`src/rtl/fwd_hazard_unit_if.sv`:
```
// fwd_hazard_unit_if: ID decode fields in, EX operand selects, stall and stall count out
interface fwd_hazard_unit_if #(parameter int REG_ADDR_W = 5, parameter int CNT_W = 16);
  logic [REG_ADDR_W-1:0] id_rs, id_rt, id_dst;
  logic id_uses_rt, id_reg_write, id_mem_read, flush;
  logic [1:0] ex_fwd_a, ex_fwd_b;
  logic stall;
  logic [CNT_W-1:0] stall_count;
  modport master (
    output id_rs, id_rt, id_uses_rt, id_dst, id_reg_write, id_mem_read, flush,
    input ex_fwd_a, ex_fwd_b, stall, stall_count
  );
  modport slave (
    input id_rs, id_rt, id_uses_rt, id_dst, id_reg_write, id_mem_read, flush,
    output ex_fwd_a, ex_fwd_b, stall, stall_count
  );
endinterface

```
`src/rtl/fwd_hazard_unit.sv`:
```
// fwd_hazard_unit: EX/MEM/WB destination tracking, operand forwarding selects and load-use stall
module fwd_hazard_unit #(
  parameter int REG_ADDR_W = 5,
  parameter int CNT_W = 16
) (
  input logic clk,
  input logic rst_n,
  fwd_hazard_unit_if.slave bus
);
  logic [REG_ADDR_W-1:0] ex_rs, ex_rt, ex_dst, mem_dst, wb_dst;
  logic ex_rw, ex_mr, mem_rw, wb_rw, hazard, bubble;
  logic [CNT_W-1:0] cnt;
  assign hazard = ex_mr && ex_dst != '0 &&
                  (ex_dst == bus.id_rs || (bus.id_uses_rt && ex_dst == bus.id_rt));
  assign bus.stall = hazard && !bus.flush;
  assign bubble = bus.stall || bus.flush;
  assign bus.stall_count = cnt;
  // MEM is checked first so the youngest producer wins; $0 is never forwarded
  assign bus.ex_fwd_a = (mem_rw && mem_dst != '0 && mem_dst == ex_rs) ? 2'b10 :
                        (wb_rw && wb_dst != '0 && wb_dst == ex_rs) ? 2'b01 : 2'b00;
  assign bus.ex_fwd_b = (mem_rw && mem_dst != '0 && mem_dst == ex_rt) ? 2'b10 :
                        (wb_rw && wb_dst != '0 && wb_dst == ex_rt) ? 2'b01 : 2'b00;
  always_ff @(posedge clk or negedge rst_n) begin
    if (!rst_n) begin
      ex_rs <= '0;
      ex_rt <= '0;
      ex_dst <= '0;
      ex_rw <= 1'b0;
      ex_mr <= 1'b0;
      mem_dst <= '0;
      mem_rw <= 1'b0;
      wb_dst <= '0;
      wb_rw <= 1'b0;
      cnt <= '0;
    end else begin
      ex_rs <= bubble ? '0 : bus.id_rs;
      ex_rt <= bubble ? '0 : bus.id_rt;
      ex_dst <= bubble ? '0 : bus.id_dst;
      ex_rw <= bubble ? 1'b0 : bus.id_reg_write;
      ex_mr <= bubble ? 1'b0 : bus.id_mem_read;
      mem_dst <= ex_dst;
      mem_rw <= ex_rw;
      wb_dst <= mem_dst;
      wb_rw <= mem_rw;
      if (bus.stall && !(&cnt)) cnt <= cnt + 1'b1;
    end
  end
endmodule

```
`src/flat_wrapper.sv`:
```
// flat-port wrapper written by rule: the top's interface ports become plain ports
module fwd_hazard_unit_flat 
#(
  parameter int REG_ADDR_W = 5,
  parameter int CNT_W = 16
)
  (clk, rst_n, bus_id_rs, bus_id_rt, bus_id_uses_rt, bus_id_dst, bus_id_reg_write, bus_id_mem_read, bus_flush, bus_ex_fwd_a, bus_ex_fwd_b, bus_stall, bus_stall_count);
  fwd_hazard_unit_if #(.REG_ADDR_W(REG_ADDR_W), .CNT_W(CNT_W)) bus_i ();
  input logic clk;
  input logic rst_n;
  input wire logic [$bits(bus_i.id_rs)-1:0] bus_id_rs;
  input wire logic [$bits(bus_i.id_rt)-1:0] bus_id_rt;
  input wire logic [$bits(bus_i.id_uses_rt)-1:0] bus_id_uses_rt;
  input wire logic [$bits(bus_i.id_dst)-1:0] bus_id_dst;
  input wire logic [$bits(bus_i.id_reg_write)-1:0] bus_id_reg_write;
  input wire logic [$bits(bus_i.id_mem_read)-1:0] bus_id_mem_read;
  input wire logic [$bits(bus_i.flush)-1:0] bus_flush;
  output wire logic [$bits(bus_i.ex_fwd_a)-1:0] bus_ex_fwd_a;
  output wire logic [$bits(bus_i.ex_fwd_b)-1:0] bus_ex_fwd_b;
  output wire logic [$bits(bus_i.stall)-1:0] bus_stall;
  output wire logic [$bits(bus_i.stall_count)-1:0] bus_stall_count;
  assign bus_i.id_rs = bus_id_rs;
  assign bus_i.id_rt = bus_id_rt;
  assign bus_i.id_uses_rt = bus_id_uses_rt;
  assign bus_i.id_dst = bus_id_dst;
  assign bus_i.id_reg_write = bus_id_reg_write;
  assign bus_i.id_mem_read = bus_id_mem_read;
  assign bus_i.flush = bus_flush;
  assign bus_ex_fwd_a = bus_i.ex_fwd_a;
  assign bus_ex_fwd_b = bus_i.ex_fwd_b;
  assign bus_stall = bus_i.stall;
  assign bus_stall_count = bus_i.stall_count;
  fwd_hazard_unit #(.REG_ADDR_W(REG_ADDR_W), .CNT_W(CNT_W)) u_core (.clk(clk), .rst_n(rst_n), .bus(bus_i));
endmodule
```
`config.mk`:
```
export PLATFORM = sky130hd
export DESIGN_NAME = fwd_hazard_unit_flat
export DESIGN_NICKNAME = d
export VERILOG_FILES = /design/src/rtl/fwd_hazard_unit_if.sv /design/src/rtl/fwd_hazard_unit.sv /design/src/flat_wrapper.sv
export SDC_FILE = /design/constraint.sdc
export NUM_CORES = 1
export LEC_CHECK = 0
export CAP_MARGIN = 30
export CORE_ASPECT_RATIO = 0.75
export CORE_MARGIN = 2
export CORE_UTILIZATION = 55
export CTS_CLUSTER_DIAMETER = 50
export DETAILED_ROUTE_END_ITERATION = 8
export HOLD_SLACK_MARGIN = 0.12
export PLACE_DENSITY = 0.84
export SYNTH_ARGS = -nofsm -noshare
export SYNTH_HDL_FRONTEND = slang
export SYNTH_SLANG_ARGS = --single-unit
```
`constraint.sdc`:
```
create_clock -name clk -period 3.1 [get_ports clk]
set_input_delay 0.31 -clock clk [delete_from_list [all_inputs] [get_ports clk]]
set_output_delay 0.31 -clock clk [all_outputs]
set_load 0.05 [all_outputs]
```
Word level (Yosys, flattened, before mapping)
Index checks and enable logic that the tools add are counted.
Storage, ports and cells
  bits in registers: 45
  input bits: 21
  logic and storage cells: 45
Cells by class
  add/subtract/negate cells: 1
  eq/ne operators: 6
  muxes and demuxes: 9
  reductions and logical operators: 19
Operators with widths (count)
  $eq 5x5->1: 6
  $add 16x1->16 const B: 1
  $reduce_and 16->1: 1
  $mux 5: 3
  $reduce_bool 5->1: 3
  $logic_and 1x1->1: 11
  $mux 1: 4
  $mux 2: 2
  $logic_not 1->1: 2
  $logic_or 1x1->1: 2

Longest topological paths before layout
  depth after elaboration: 7
  depth in mapped cells: 7
  gate-level depth less buffers: 6

Worst setup path after synthesis
OpenSTA, ideal clock, no wires.
  path kind: flip-flop to output port
  start: register u_core.mem_dst[4]
  end: output port bus_ex_fwd_b[0]
  arrival: 2.990 ns
  path slack: -0.200 ns
  cell stages (with the launch flop): 5
  path buffers: 0
  cells stage by stage: dfrtp_1 > xnor2_1 > nand3_1 > nor4_1 > nor4_1
On the way
  cells in the longest elaborated chain, start to end: 4
Ends and longest elaborated chain
  start, declared: line fwd_hazard_unit.sv:10  | logic [REG_ADDR_W-1:0] ex_rs, ex_rt, ex_dst, mem_dst, wb_dst;
  start signal, assigned: line fwd_hazard_unit.sv:41  | mem_dst <= ex_dst;
  $reduce_bool 5->1: line fwd_hazard_unit.sv:21  | assign bus.ex_fwd_b = (mem_rw && mem_dst != '0 && mem_dst == ex_rt) ? 2'b10 :
  $logic_and 1x1->1: line fwd_hazard_unit.sv:21
  $logic_and 1x1->1 *: line fwd_hazard_unit.sv:21
  $mux 2 *: line fwd_hazard_unit.sv:21
  end, declared: line flat_wrapper.sv:19  | output wire logic [$bits(bus_i.ex_fwd_b)-1:0] bus_ex_fwd_b;
Mark *: on every way between the ends. The rest lies on a longest branch, timed or not.

Worst setup path in the final report
  start: register u_core.mem_dst[0]
  end: output port bus_ex_fwd_a[0]
On the way
  cells in the longest elaborated chain, start to end: 4
Ends and longest elaborated chain
  $reduce_bool 5->1: line fwd_hazard_unit.sv:19  | assign bus.ex_fwd_a = (mem_rw && mem_dst != '0 && mem_dst == ex_rs) ? 2'b10 :
  $logic_and 1x1->1: line fwd_hazard_unit.sv:19
  $logic_and 1x1->1 *: line fwd_hazard_unit.sv:19
  $mux 2 *: line fwd_hazard_unit.sv:19
  end, declared: line flat_wrapper.sv:18  | output wire logic [$bits(bus_i.ex_fwd_a)-1:0] bus_ex_fwd_a;
Marks and branches as above.

==> impl_metrics.csv <==
group,metric,value,unit
logic_synthesis,synth_warnings,0,
placement,placed_area,0.002567,sq mm
logic_synthesis,ys.flop_type,"dfrtp_1",
clock_tree,cts_setup_buffers,0,
critical_path,criticalPathCategory,"reg -> out",
timing,fmaxAchievable,346.5,MHz
logic_synthesis,synth_nets,201,
timing,hold-worst-slack,0.3493,ns
timing,worstMarginPinSlew,0.5962,ns
global_route,grt_pass1_wl,7176,microns
placement,hpwl,3173,microns
critical_path,crit_fanout,4,
final_layout,final_cell_mix,"45 x dfrtp_1, 38 x clkdlybuf4s50_1, 30 x xnor2_1",
critical_path,critPathLaunchType,"flop",
die,dieArea,0.004340,sq mm
logic_synthesis,ys_async_sr_fraction,100.0,%
min_path,hp-class,"in -> async",
die,die_h,57.56,microns
die,core-area,0.003661,sq mm
route,routedWlPerCell,15.96,microns
final_layout,nets,248,
clock_tree,clk_latency,0.30,ns
timing,maxSlewViolCount,0,
outcome,run_status,"complete, no violations",
logic_synthesis,synthCells,179,
clock_tree,cts_root_buf,"clkbuf_8",
clock_tree,numCtsBuffers,5,
timing,relSlewSlack,59.22,%
route,dr_total_vias,1536,
critical_path,arrival,2.58,ns
timing,finalSetupViolations,0,
timing,skew,0.006934,ns
timing,tns,0,ns
final_layout,finalInstanceArea,0.002720,sq mm
die,io_pins,42,
logic_synthesis,ys_types,32,
route,viasPerCell,5.505,
timing,hold_viol,0,
clock_tree,clk_path_buf_depth,2,
logic_synthesis,synth.avg_cell_area,11.75,sq um
die,die_w,75.41,microns
clock_tree,cts_sinks,45,
timing,rsz0062_at_grt,"false",
global_route,track_usage,22.90,%
route,drtIter0Drc,113,
route,route.detailed.drc,0,
power_and_ir_drop,ir_worst_vdd,0.0004549,V
global_route,grt_pass1_vias,1420,
final_layout,diodes,0,
final_layout,fin_cells,279,
timing,finalCritPeriodShare,93.09,%
placement,gp_congestion,0.8433,
final_layout,utilization,74.30,%
die,rows,19,
route,finalWirelength,4453,microns
flow_run,maxCapViolCount,0,
critical_path,required,2.79,ns
final_layout,syn_to_final_growth,29.33,%
final_layout,drive_gt1_share,8.811,%
global_route,grt_max_degree,46,
timing,period_needed,2.886,ns
placement,port_buffers,41,
route,ant_nets,0,
clock_tree,cts.htree.levels,2,
logic_synthesis,yosysSeqAreaShare,53.54,%
timing,fin_ws,0.2142,ns
global_route,grt_antenna_before_repair,0,
clock_tree,path_clk_slew,0.08,ns
placement,place_ws,0.3932,ns
die,initial_core_util,57.45,%
placement,dp_cells,269,
clock_tree,cts_tree,"done",
logic_synthesis,ys_ff_latch,45,
logic_synthesis,syn_area,0.002103,sq mm
power_and_ir_drop,power_leakage,1.156,nW
critical_path,cp-end-kind,"output pin",
global_route,overflow,0,
final_layout,mostFrequentLayoutCell,"dfrtp_1",
power_and_ir_drop,p_total,1.263,mW
logic_synthesis,synth_edf_count,0,
route,firstDrtPassIters,4,
power_and_ir_drop,pwr_density_cell,464.5,mW/mm^2
-- cell families (layout without fill, tap and decap cells) --
| kind of cell | after synthesis | count (layout) | synth area share (%) |
|---|---|---|---|
| buf+inv | 4 | 52 | 1.130 |
| compound gates | 9 | 9 | 4.045 |
| fa+ha+maj | 1 | 1 | 0.5948 |
| xor+xnor | 44 | 44 | 18.32 |
| flops | 45 | 45 | 53.54 |
| simple gates | 75 | 75 | 21.83 |
| mux | 1 | 1 | 0.5354 |
-- flip-flops by register name (all words and copies together), names as in the netlist --
register,flops
u_core.ex_rw,1
u_core.ex_dst,5
u_core.wb_rw,1
u_core.wb_dst,5
u_core.ex_mr,1
u_core.ex_rt,5
u_core.ex_rs,5
u_core.mem_dst,5
u_core.mem_rw,1
u_core.bus.stall_count,16
-- final cells by class --
| cell class | instances | area, sq um |
|---|---|---|
| Sequential cell | 45 | 1126 |
| Fill cell | 260 | 940.9 |
| Clock inverter | 2 | 37.54 |
| Multi-Input combinational cell | 130 | 965.9 |
| Tap cell | 52 | 65.06 |
| Clock buffer | 6 | 82.58 |
| Timing Repair Buffer | 44 | 442.9 |
-- path summary, 6_finish.rpt --
check,startpoint,endpoint,slack [ns],depth (start not counted)
max,u_core.mem_dst[0],bus_ex_fwd_a[0],0.21,5
min,rst_n,u_core.ex_dst[2],0.35,2
max reg2reg,u_core.bus.stall_count[0],u_core.bus.stall_count[1],0.88,6
min reg2reg,u_core.ex_rw,u_core.mem_rw,0.36,0
max in group asynchronous,rst_n,u_core.wb_dst[3],2.33,3
min in group clk,u_core.ex_rw,u_core.mem_rw,0.36,0
-- per-layer routing --
metal / share of wire, % / up-vias / GRT usage, %
li1: - / 724 / -
met1: 46 / 758 / 33.02
met2: 48 / 44 / 33.66
met3: 4.4 / 10 / 5.830
met4: 1.9 / 0 / 8.521
met5: 0 / - / 0
-- report_power, final --
group	switching, mW	total, mW	internal [mW]	leakage [nW]
clock network	0.197	0.459	0.262	0.0574
logic	0.0829	0.162	0.0786	0.501
registers	0.0309	0.643	0.612	0.597
total	0.311	1.26	0.952	1.16
-- Yosys cell counts, types with 2 or more instances --
cell type	count	area (sq um)
dfrtp_1	45	1126
clkbuf_1	2	7.510
nor4b_1	2	17.52
nor4_1	6	37.54
xnor2_1	30	262.8
nand4_1	11	68.82
nand3_1	11	55.05
and3_1	6	37.54
nor3_1	2	10.01
nor3b_1	2	15.01
nor2_1	4	15.01
and2_1	17	106.4
nand2_1	6	22.52
or4_1	3	22.52
xor2_1	14	122.6
o21ai_1	2	10.01
-- timing repair --
item	4_1_cts	5_1_grt
resized for setup	0	1
endpoints found under the setup margin	0	1
endpoints found under the hold margin	0	45
hold buffers	0	1
-- critical path, stage by stage, from the launching register on --
cell and delay (ns):
dfrtp_1 0.42, or4_1 0.52, o21ai_1 0.23, nor4_2 0.09, nor3_1 0.19, clkdlybuf4s50_1 0.82
(Power assumes the default switching activity.)
